--- config.mk ---
export PLATFORM = sky130hd
export DESIGN_NAME = mult_rr_scheduler
export DESIGN_NICKNAME = d
export VERILOG_FILES = /design/src/rtl/mult_rr_scheduler.sv
export SDC_FILE = /design/constraint.sdc
export NUM_CORES = 1
export LEC_CHECK = 0
export BUFFER_PORTS_ARGS = -buffer_cell sky130_fd_sc_hd__buf_2
export CORE_AREA = 2 2 75 77
export DETAILED_ROUTE_END_ITERATION = 8
export DIE_AREA = 0 0 77 79
export PLACE_DENSITY = 0.52
export SYNTH_ARGS = -nofsm -noshare
export SYNTH_HDL_FRONTEND = slang
export SYNTH_SLANG_ARGS = --single-unit
--- constraint.sdc ---
create_clock -name clk -period 2.7 [get_ports clk]
set_clock_uncertainty 0.05 [all_clocks]
set_input_delay 0.54 -clock clk [delete_from_list [all_inputs] [get_ports clk]]
set_output_delay 0.54 -clock clk [all_outputs]
set_load 0.05 [all_outputs]
--- src/rtl/mult_rr_scheduler.sv ---
// Two-requester front end for one sequential shift-add multiplier engine.
// A round-robin grant takes one operand pair per op; N iterations later the product pulses back to its owner.
module mult_rr_scheduler #(
  parameter int N = 4
) (
  input  logic           clk,
  input  logic           rst,
  input  logic           req0_valid,
  input  logic [N-1:0]   req0_a,
  input  logic [N-1:0]   req0_b,
  output logic           req0_ready,
  input  logic           req1_valid,
  input  logic [N-1:0]   req1_a,
  input  logic [N-1:0]   req1_b,
  output logic           req1_ready,
  output logic           rsp0_valid,
  output logic           rsp1_valid,
  output logic [2*N-1:0] rsp_z,
  output logic           busy,
  output logic           owner
);

  localparam int CW = (N > 1) ? $clog2(N) : 1;
  localparam logic [CW-1:0] LAST = CW'(N - 1);

  typedef enum logic [1:0] {
    S_IDLE = 2'd0,
    S_CALC = 2'd1,
    S_DONE = 2'd2
  } state_t;

  state_t         r_state, w_state_nxt;
  logic [2*N-1:0] r_mcand, r_acc, r_rsp_z, w_acc_nxt;
  logic [N-1:0]   r_mplier, w_a, w_b;
  logic [CW-1:0]  r_cnt;
  logic           r_owner, r_last_grant, r_rsp0_valid, r_rsp1_valid;
  logic           w_gnt_vld, w_gnt_idx, w_accept, w_last_iter;

  // On a tie the requester that did not win last time gets the grant.
  always_comb begin
    w_gnt_vld = req0_valid | req1_valid;
    w_gnt_idx = 1'b0;
    if (req0_valid && req1_valid) w_gnt_idx = ~r_last_grant;
    else if (req1_valid)          w_gnt_idx = 1'b1;
  end

  assign w_accept    = (r_state == S_IDLE) && w_gnt_vld;
  assign req0_ready  = w_accept && !w_gnt_idx;
  assign req1_ready  = w_accept &&  w_gnt_idx;
  assign w_a         = w_gnt_idx ? req1_a : req0_a;
  assign w_b         = w_gnt_idx ? req1_b : req0_b;
  assign w_last_iter = (r_state == S_CALC) && (r_cnt == LAST);
  assign w_acc_nxt   = r_mplier[0] ? (r_acc + r_mcand) : r_acc;

  always_comb begin
    w_state_nxt = r_state;
    case (r_state)
      S_IDLE:  if (w_accept) w_state_nxt = S_CALC;
      S_CALC:  if (w_last_iter) w_state_nxt = S_DONE;
      S_DONE:  w_state_nxt = S_IDLE;
      default: w_state_nxt = S_IDLE;
    endcase
  end

  always_ff @(posedge clk or posedge rst) begin
    if (rst) r_state <= S_IDLE;
    else     r_state <= w_state_nxt;
  end

  always_ff @(posedge clk or posedge rst) begin
    if (rst) begin
      r_mcand      <= '0;
      r_mplier     <= '0;
      r_acc        <= '0;
      r_cnt        <= '0;
      r_owner      <= 1'b0;
      r_last_grant <= 1'b1;
      r_rsp_z      <= '0;
      r_rsp0_valid <= 1'b0;
      r_rsp1_valid <= 1'b0;
    end else begin
      r_rsp0_valid <= 1'b0;
      r_rsp1_valid <= 1'b0;
      if (w_accept) begin
        r_mcand      <= {{N{1'b0}}, w_a};
        r_mplier     <= w_b;
        r_acc        <= '0;
        r_cnt        <= '0;
        r_owner      <= w_gnt_idx;
        r_last_grant <= w_gnt_idx;
      end else if (r_state == S_CALC) begin
        // Fixed N iterations regardless of operand value keeps latency constant.
        r_acc    <= w_acc_nxt;
        r_mcand  <= r_mcand << 1;
        r_mplier <= r_mplier >> 1;
        r_cnt    <= r_cnt + 1'b1;
        if (w_last_iter) begin
          r_rsp_z      <= w_acc_nxt;
          r_rsp0_valid <= ~r_owner;
          r_rsp1_valid <=  r_owner;
        end
      end
    end
  end

  assign rsp_z      = r_rsp_z;
  assign rsp0_valid = r_rsp0_valid;
  assign rsp1_valid = r_rsp1_valid;
  assign busy       = (r_state != S_IDLE);
  assign owner      = r_owner;

endmodule

==> summary.txt, run 1 <==
Outcome
  – Status: complete, no violations

STA
  – Setup TNS: 0 ps
  – Min Tclk post-route: 2140 ps
  – Fin crit share: 0.792
  – Fmax: 467 MHz
  – # setup viols final: 0
  – Unrepaired setup endpoints after global routing: no
  – Least-Margin Pin Slew: roughly 510 ps
  – Final Hold Fails: 0
  – Slew headroom: 0.657
  – Final Max Slew Viols: 0

Worst setup path
  – Arr. time, crit path: roughly 1600 ps
  – Worst setup SP type: flip-flop
  – CP Class: reg2out
  – CP Launch Point: r_state[0]$_DFFE_PP0P_
  – Critical-path top delay cell: dfrtp_1
  – Crit-path cells: nor2_1, inv_1, a211oi_1, buf_2
  – Kind of end point of the critical path: output port
  – Critical path peak fanout: 3
  – Critical Path RT: approximately 2100 ps
  – Max incr delay on CP: 390 ps
  – Launching point of the worst reg2reg path: r_mcand[1]$_DFFE_PP0P_

Clocking
  – Post-CTS Resized: 0
  – CTS tree: built
  – TritonCTS Buffers: 5
  – Clock root cell: clkbuf_8
  – Htree depth: 2
  – Postcts setup bufs: 0
  – Clk_lat worst skew: a little under 300 ps
  – Clk pin slew, worst setup/hold paths: ~70 ps
  – CTS Buffer Depth: 2
  – # clock sinks: 36
  – Hold-fix buffers, CTS: 0

Cells and area
  – Fraction of layout cells with a size suffix above 1: 0.216
  – Fill cells: approximately 570
  – Layout area overhead: 19.9%
  – Layout Nets: 250
  – Post-route non-filler standard cell count: 294
  – Seq. cell area: roughly 900 sq um
  – Area occupied by multi-input gates: roughly 830 sq um
  – Number of diodes: 0

Yosys
  – Synth Instances: 183
  – Yosys top cell by area: dfrtp_1
  – Post-synth EDFFs: 0
  – Synth Area per Inst: 9.75 sq um
  – Count leader, synth: dfrtp_1
  – Top cells by area, synth: dfrtp_1 49%, nand2_1 5.7%, ha_1 5.6%
  – Syn_nets: ~210
  – Yosys reg bits: 36
  – Seq/Total Area, Yosys: 0.506
  – Yosys warnings: 0
  – Share of synthesized flip-flops with an asynchronous set or reset: 1.00
  – Synth top cells by count: 35 x dfrtp_1, 27 x nand2_1, 16 x nor2_1, 15 x a21oi_1, 13 x o21ai_0
  – Top-area cell type share of the netlist area: 0.491
  – Synth cell types: 39
  – Area of the mapped netlist: 0.00178 sq mm
  – Most used flip-flop cell after synthesis: dfrtp_1

Power and ir drop
  – Sw frac: 0.473
  – Sequential Power Share: 0.328
  – Pwr Density: 1380 mW/mm^2
  – Leak pwr: between 1 and 1.5 nW
  – Sw Pwr: between 0.001 and 0.0015 W
  – Worst vdd ir: between 0.0005 and 0.0006 V
  – Logic pwr share: 0.538
  – Internal power: between 0.0015 and 0.002 W
  – Clock network power share: 0.134

Place
  – Detailed Place HPWL: 2980 microns
  – Placer Congestion: about 0.76
  – Placed Instances: 286
  – Port Buffers: 33

Run
  – Max_cap viols: 0

Global route
  – Total GRT Usage: 0.149
  – First-pass GRT wire length: around 7000 microns
  – Most Crowded Layer GR: met2
  – Number of global-route vias before repair: around 1400
  – M2 GR Usage: 0.238
  – Initial antenna violation count: 0
  – Met1 Use GR: 0.194
  – Largest net degree at the start of global routing: 37
  – GR Layer Usage met3: 0.0295
  – Aggregate global routing overflow: 0

Route
  – Antenna Violating Nets Remaining: 0
  – Detailed-route wire length: 4120 microns
  – Vias: 1463
  – Drc violations: 0
  – DR iter-0 viols: between 50 and 60
  – Via density: 4.98
  – TritonRoute pass-1 iters: 4
  – WL/cell: roughly 14 microns

Floorplanning
  – Site row count: 27
  – Core box area: ~0.0053 sq mm
  – DIE AREA: roughly 0.0061 sq mm
  – Starting Density: 0.334
  – # IOs: 34
  – Die height: between 70 and 80 microns
  – Die W: around 77 microns

Worst hold path
  – Worst Hold Class: in2async
-- stage by stage --
step                      area [sq um]  worst slack [ps]   util  power, W  hold slack, ps
after floorplan                   1780               423      -   0.00220             383
after global placement            2050               633  0.384   0.00258             399
after detailed placement          2050               617  0.384   0.00260             404
after CTS                         2140               536  0.401   0.00301             312
after global routing              2140               356  0.401   0.00324             332
final                             2140               561  0.401   0.00296             291
-- registers in the layout, summed over array words and instances (netlist names), 2 cells and up --
signal,count
r_acc,8
r_mcand,8
rsp_z,8
r_mplier,4
r_cnt,2
r_state,2
-- routing by layer --
metal | vias up | wire, microns
met4 | 0 | 91
met3 | 7 | 138
li1 | 734 | -
met2 | 24 | 1880
met1 | 698 | 2020
met5 | - | 0
-- power by group through the flow --
stage | combinational [W] | sequential [W] | clock, W
floorplan | 0.00104 | 0.00116 | 0
CTS | 0.00162 | 0.000974 | 0.000414
finish | 0.00159 | 0.000971 | 0.000396
global route | 0.00180 | 0.00101 | 0.000437
global placement | 0.00161 | 0.000977 | 0
detailed placement | 0.00161 | 0.000984 | 0
-- logic make-up (layout without fill, tap and decap cells) --
logic type / Yosys count / in the layout / synth area share
DFF: 36 / 36 / 0.506
buffers and inverters: 13 / 52 / 0.0280
adders and majority gates: 9 / 9 / 0.0673
muxes: 2 / 2 / 0.0112
xor gates and xnor gates: 5 / 5 / 0.0245
AOI/OAI and AO/OA: 60 / 60 / 0.223
and+or+nand+nor: 58 / 58 / 0.140
-- layout make-up --
| type | count | share of cell area |
|---|---|---|
| inverter | 6 | 0.0105 |
| multi-input combinational | 134 | 0.389 |
| tap | 72 | 0.0421 |
| timing repair buffer | 38 | 0.0947 |
| sequential | 36 | 0.422 |
| clock buffer | 8 | 0.0421 |
-- cell usage in the layout, fill, tap and decap left out, types with 2 or more instances in the layout --
cell / synthesis / routed
clkbuf_8: 0 / 6
buf_2: 1 / 33
a21o_1: 4 / 4
o21ai_1: 2 / 2
nor2_1: 16 / 16
ha_1: 8 / 8
xnor2_1: 5 / 5
buf_4: 0 / 5
clkbuf_1: 6 / 2
o21ai_0: 13 / 13
a22oi_1: 7 / 7
nand2_1: 27 / 27
inv_1: 5 / 5
mux2i_1: 2 / 2
dfrtp_1: 35 / 35
a22o_1: 6 / 6
nand3_1: 7 / 7
a222oi_1: 2 / 2
a21oi_1: 15 / 15
-- critical path, delay by kind of cell (launching register included) --
kind                   cells  cell delay [ps]
DFF                        1              390
buffers and inverters      2              420
and+or+nand+nor            1              160
AOI/OAI and AO/OA          1              300
-- final timing paths --
path                       slack [ps]                  endpoint  depth (start not counted)
setup / recovery                  560                req1_ready                          4
hold / removal                    290   r_mplier[3]$_DFFE_PP0P_                          3
setup reg to reg                  610      rsp_z[7]$_DFFE_PP0P_                          6
hold reg to reg                   420   r_mplier[3]$_DFFE_PP0P_                          2
max in group asynchronous        1970  r_last_grant$_DFFE_PP1P_                          3
min in group clk                  420   r_mplier[3]$_DFFE_PP0P_                          2
Power figures use the tool's default switching activity.
==> inputs of run 2 (changes only) <==
Settings changed: PLACE_DENSITY 0.52 to 0.54.
Clock period 2.7 ns to 1.89 ns, I/O delays scaled along.
==> summary.txt, run 2 (synthesized netlist as in run 1, its figures left out) <==
STA
  – Min Tclk post-route: 1940 ps
  – Unrepaired setup endpoints after global routing: yes
  – Final Hold Fails: 0
  – Final Max Slew Viols: 0
  – Fmax: 515 MHz
  – # setup viols final: 2
  – Least-Margin Pin Slew: around 500 ps
  – Slew headroom: 0.661
  – Hold WS: roughly 130 ps
  – Fin crit share: 1.03
  – Final setup margin: -51.5 ps

Worst setup path
  – CP Class: reg2reg
  – Critical Path RT: approximately 2100 ps
  – Critical path peak fanout: 4
  – Arr. time, crit path: ~2100 ps
  – Kind of end point of the critical path: flip-flop
  – Worst setup SP type: flip-flop

Floorplanning
  – Starting Density: 0.334
  – # IOs: 34
  – Die height: 79 microns
  – Core box area: 0.00534 sq mm
  – Die W: between 70 and 80 microns
  – DIE AREA: around 0.0061 sq mm
  – Site row count: 27

Run
  – Max_cap viols: 0

Cells and area
  – Layout Nets: 278
  – Fraction of layout cells with a size suffix above 1: 0.372
  – Layout area overhead: 40.8%
  – Fill cells: 536
  – Final core utilization: 0.471
  – Number of diodes: 0
  – Most common cell after layout, fill and taps aside: dfrtp_1
  – Most frequent cells in the layout: 35 x dfrtp_1, 32 x buf_4, 31 x buf_2

Route
  – TritonRoute pass-1 iters: 5
  – Vias: approximately 1600
  – Detailed-route wire length: 4480 microns
  – DR iter-0 viols: 67
  – Drc violations: 0
  – Antenna Violating Nets Remaining: 0
  – Via density: about 5
  – WL/cell: between 10 and 15 microns

Place
  – Port Buffers: 33
  – Detailed Place HPWL: between 3000 and 4000 microns
  – Pre-CTS setup slack: -159 ps
  – Placer Congestion: roughly 0.76

Global route
  – Initial antenna violation count: 0
  – Aggregate global routing overflow: 0
  – First-pass GRT wire length: between 7000 and 8000 microns
  – Total GRT Usage: 0.161
  – Largest net degree at the start of global routing: 37
  – Number of global-route vias before repair: roughly 1600

Power and ir drop
  – Pwr Density: approximately 2000 mW/mm^2
  – Leak pwr: approximately 1.2 nW
  – Worst vdd ir: roughly 0.0008 V

Clocking
  – Clk pin slew, worst setup/hold paths: 80 ps
  – CTS tree: built
  – TritonCTS Buffers: 5
  – Htree depth: 2
  – # clock sinks: 36
  – Clk_lat worst skew: between 200 and 300 ps
  – CTS Buffer Depth: 2
  – Clock root cell: clkbuf_8

Outcome
  – Violated checks: negative setup slack
  – Status: complete, but fails checks

Worst hold path
  – Worst Hold Class: in2async
==> run 2: cell types whose count changed in the layout (fill, tap and decap cells not counted), sizes merged <==
cell      before  now
clkinv         1    2
clkinvlp       0    1
clkbuf         8    5
bufinv         0    1
buf           38   66
==> run 2: worst paths after layout <==
kind,start,to,slack (ps),cells after the start
setup / recovery,r_mcand[1]$_DFFE_PP0P_,rsp_z[7]$_DFFE_PP0P_,-50,6
hold / removal,rst,r_mplier[3]$_DFFE_PP0P_,130,3
setup reg to reg,r_mcand[1]$_DFFE_PP0P_,rsp_z[7]$_DFFE_PP0P_,-50,6
hold reg to reg,owner$_DFFE_PP0P_,rsp0_valid$_DFF_PP0_,430,1
max in group asynchronous,rst,r_last_grant$_DFFE_PP1P_,1320,3
min in group clk,req0_b[3],r_mplier[3]$_DFFE_PP0P_,260,3
==> run 2: where the power goes <==
group          leakage [nW]  internal, W  switching (W)
clock network        0.0541     0.000391       0.000296
logic                 0.716      0.00132        0.00175
registers             0.451      0.00113       0.000243
==> run 2: area by class of cell <==
type                       instances  area [sq um]  area share
clock inverter                     3          42.5      0.0169
inverter                           6          22.5     0.00896
tap                               72          90.1      0.0359
sequential                        36           902       0.359
timing repair buffer              66           429       0.171
clock buffer                       5          68.8      0.0274
multi-input combinational        134           957       0.381
==> run 2: repair_timing <==
| item | in CTS | in global routing |
|---|---|---|
| hold buffers | 0 | 0 |
| setup endpoints to repair | 6 | 7 |
| pin swaps | 4 | 7 |
| gates resized for setup | 12 | 11 |
| setup buffers | 1 | 1 |
==> run 2: critical path, stage by stage (launching register included) <==
cell	delay, ps
dfrtp_1	420
ha_4	270
a211oi_4	240
nor3_2	70
o31a_1	280
or4_1	400
a31oi_1	130
==> run 2: metrics by stage <==
stage                     instance area [sq um]  std cells  setup TNS, ps  power, W
after global routing                       2510        322           -459   0.00555
after detailed placement                   2250        312           -437   0.00414
after floorplan                            1790        183          -71.2   0.00315
final                                      2510        322          -86.1   0.00513
after global placement                     2250        312           -248   0.00412
after CTS                                  2450        321          -80.8   0.00502
==> run 2: routing by layer <==
layer,vias up,GRT usage,part of all wire
li1,794,-,-
met5,-,0,0
met4,0,0.0482,0.013
met2,35,0.273,0.51
met3,6,0.0341,0.035
met1,761,0.209,0.45
==> inputs of run 3 (changes only) <==
--- a/config.mk
+++ b/config.mk
@@ -10,5 +10,5 @@
 export DETAILED_ROUTE_END_ITERATION = 8
 export DIE_AREA = 0 0 77 79
-export PLACE_DENSITY = 0.54
+export PLACE_DENSITY_LB_ADDON = 0.15
 export SYNTH_ARGS = -nofsm -noshare
 export SYNTH_HDL_FRONTEND = slang
==> constraint.sdc (replaced) <==
create_clock -name clk -period 1.89 [get_ports clk]
set_clock_uncertainty 0.05 [all_clocks]
set_input_delay 0 -clock clk [delete_from_list [all_inputs] [get_ports clk]]
set_output_delay 0 -clock clk [all_outputs]
set_load 0.05 [all_outputs]
==> summary.txt, run 3 (synthesized netlist as in run 1, its figures left out) <==
Outcome
  – Status: complete, but fails checks
  – Violated checks: negative setup slack

Worst setup path
  – Kind of end point of the critical path: flip-flop
  – Critical-path top delay cell: or4b_1
  – Crit-path cells: ha_1, a211oi_2, nor3_2, o31a_1, or4b_1, nand3_1
  – Arr. time, crit path: about 2200 ps
  – CP Class: reg2reg
  – Critical path peak fanout: 4
  – R2r setup slk: -90 ps
  – Reg-to-reg endpoint: r_acc[7]$_DFFE_PP0P_
  – Max incr delay on CP: 470 ps
  – Launching point of the worst reg2reg path: r_acc[1]$_DFFE_PP0P_
  – R2R depth: 6
  – Worst setup SP type: flip-flop
  – CP Launch Point: r_acc[1]$_DFFE_PP0P_
  – Path length in cells of the critical path: 6
  – CP bufs+invs: 0
  – Critical Path RT: a little over 2000 ps
  – Critical path destination: r_acc[7]$_DFFE_PP0P_
  – Worst path top cell family by delay: simple AND/OR/NAND/NOR gates

Place
  – Port Buffers: 33
  – Pre-CTS setup slack: -121 ps
  – Detailed Place HPWL: between 3000 and 4000 microns
  – Placed Instances: 312
  – Placer Congestion: roughly 0.74

Floorplanning
  – Die W: about 77 microns
  – DIE AREA: 0.00608 sq mm
  – Die height: 79 microns
  – Site row count: 27
  – Starting Density: 0.334
  – Core box area: 0.00534 sq mm
  – # IOs: 34

Route
  – Drc violations: 0
  – Antenna Violating Nets Remaining: 0
  – WL/cell: approximately 14 microns
  – Detailed-route wire length: 4690 microns
  – DR iter-0 viols: approximately 70
  – Via density: approximately 5
  – TritonRoute pass-1 iters: 5
  – Vias: 1648

Cells and area
  – Fraction of layout cells with a size suffix above 1: 0.326
  – Number of diodes: 0
  – Most common cell after layout, fill and taps aside: dfrtp_1
  – Layout area overhead: 43.6%
  – Most frequent cells in the layout: 35 x dfrtp_1, 34 x buf_4, 33 x buf_2
  – Post-route non-filler standard cell count: between 300 and 400
  – Layout Nets: ~290
  – Seq. cell area: ~900 sq um
  – Fill cells: roughly 540
  – Area occupied by multi-input gates: 891 sq um
  – Final core utilization: 0.480

STA
  – Final setup margin: -93.5 ps
  – Unrepaired setup endpoints after global routing: yes
  – Slew headroom: 0.642
  – Final Max Slew Viols: 0
  – # setup viols final: 2
  – Setup TNS: -180 ps
  – Fmax: around 500 MHz
  – Least-Margin Pin Slew: 536 ps
  – Final Hold Fails: 0
  – Fin crit share: 1.05
  – Hold WS: 11.1 ps
  – Min Tclk post-route: ~2000 ps

Clocking
  – TritonCTS Buffers: 5
  – # clock sinks: 36
  – Clk_lat worst skew: 290 ps
  – Htree depth: 2
  – CTS Buffer Depth: 2
  – CTS tree: built
  – Clock root cell: clkbuf_8
  – Clk pin slew, worst setup/hold paths: ~70 ps

Power and ir drop
  – Worst vdd ir: between 0.0007 and 0.0008 V
  – Pwr Density: approximately 1900 mW/mm^2
  – Leak pwr: roughly 1.3 nW

Global route
  – First-pass GRT wire length: 7780 microns
  – Number of global-route vias before repair: between 1500 and 2000
  – Largest net degree at the start of global routing: 37
  – Initial antenna violation count: 0
  – Aggregate global routing overflow: 0
  – Total GRT Usage: 0.168

Worst hold path
  – Worst Hold Class: in2reg
  – WHS Path Cells: 3

Run
  – Max_cap viols: 0
==> run 3: cell type report <==
| class | instances | area share |
|---|---|---|
| Inverter | 6 | 0.00879 |
| Timing Repair Buffer | 81 | 0.219 |
| Multi-Input combinational cell | 134 | 0.348 |
| Clock buffer | 7 | 0.0376 |
| Sequential cell | 36 | 0.352 |
| Tap cell | 72 | 0.0352 |
==> run 3: worst min-delay path by stage <==
stage                    from                      end  slack [ps]
detailed placement        rst  r_mplier[3]$_DFFE_PP0P_          90
global placement          rst  r_mplier[3]$_DFFE_PP0P_          90
floorplan           req0_b[3]  r_mplier[3]$_DFFE_PP0P_          90
CTS                 req0_a[1]   r_mcand[1]$_DFFE_PP0P_           5
finish              req0_a[1]   r_mcand[1]$_DFFE_PP0P_          10
global route        req0_a[1]   r_mcand[1]$_DFFE_PP0P_          30
==> run 3: power by group <==
part	leakage (nW)	switching [W]	internal [W]	total, W
logic	0.765	0.00172	0.00125	0.00297
registers	0.451	0.000210	0.00113	0.00134
clock network	0.0503	0.000269	0.000325	0.000594
total	1.27	0.00220	0.00270	0.00490
==> run 3: worst min-delay path: cells and delay by family <==
kind	cells	cell delay, ps
buf+inv	1	80
compound gates	2	220
==> run 3: metal layers <==
layer | up-vias | part of all wire | track usage
met1 | 789 | 0.47 | 0.215
met2 | 33 | 0.49 | 0.281
met5 | - | 0 | 0
met3 | 6 | 0.031 | 0.0318
li1 | 820 | - | -
met4 | 0 | 0.013 | 0.0679
==> run 3: timing repair <==
| item | 4_1_cts | 5_1_grt |
|---|---|---|
| pin swaps | 2 | 3 |
| resized for setup | 4 | 4 |
| endpoints found under the setup margin | 4 | 8 |
| hold buffers | 14 | 0 |
| endpoints found under the hold margin | 42 | 0 |
| setup buffers | 0 | 3 |
==> run 3: stage by stage <==
step	power, W	cell area [sq um]
after floorplan	0.00315	1790
after global placement	0.00413	2250
after detailed placement	0.00416	2250
after CTS	0.00487	2520
after global routing	0.00530	2560
final	0.00490	2560
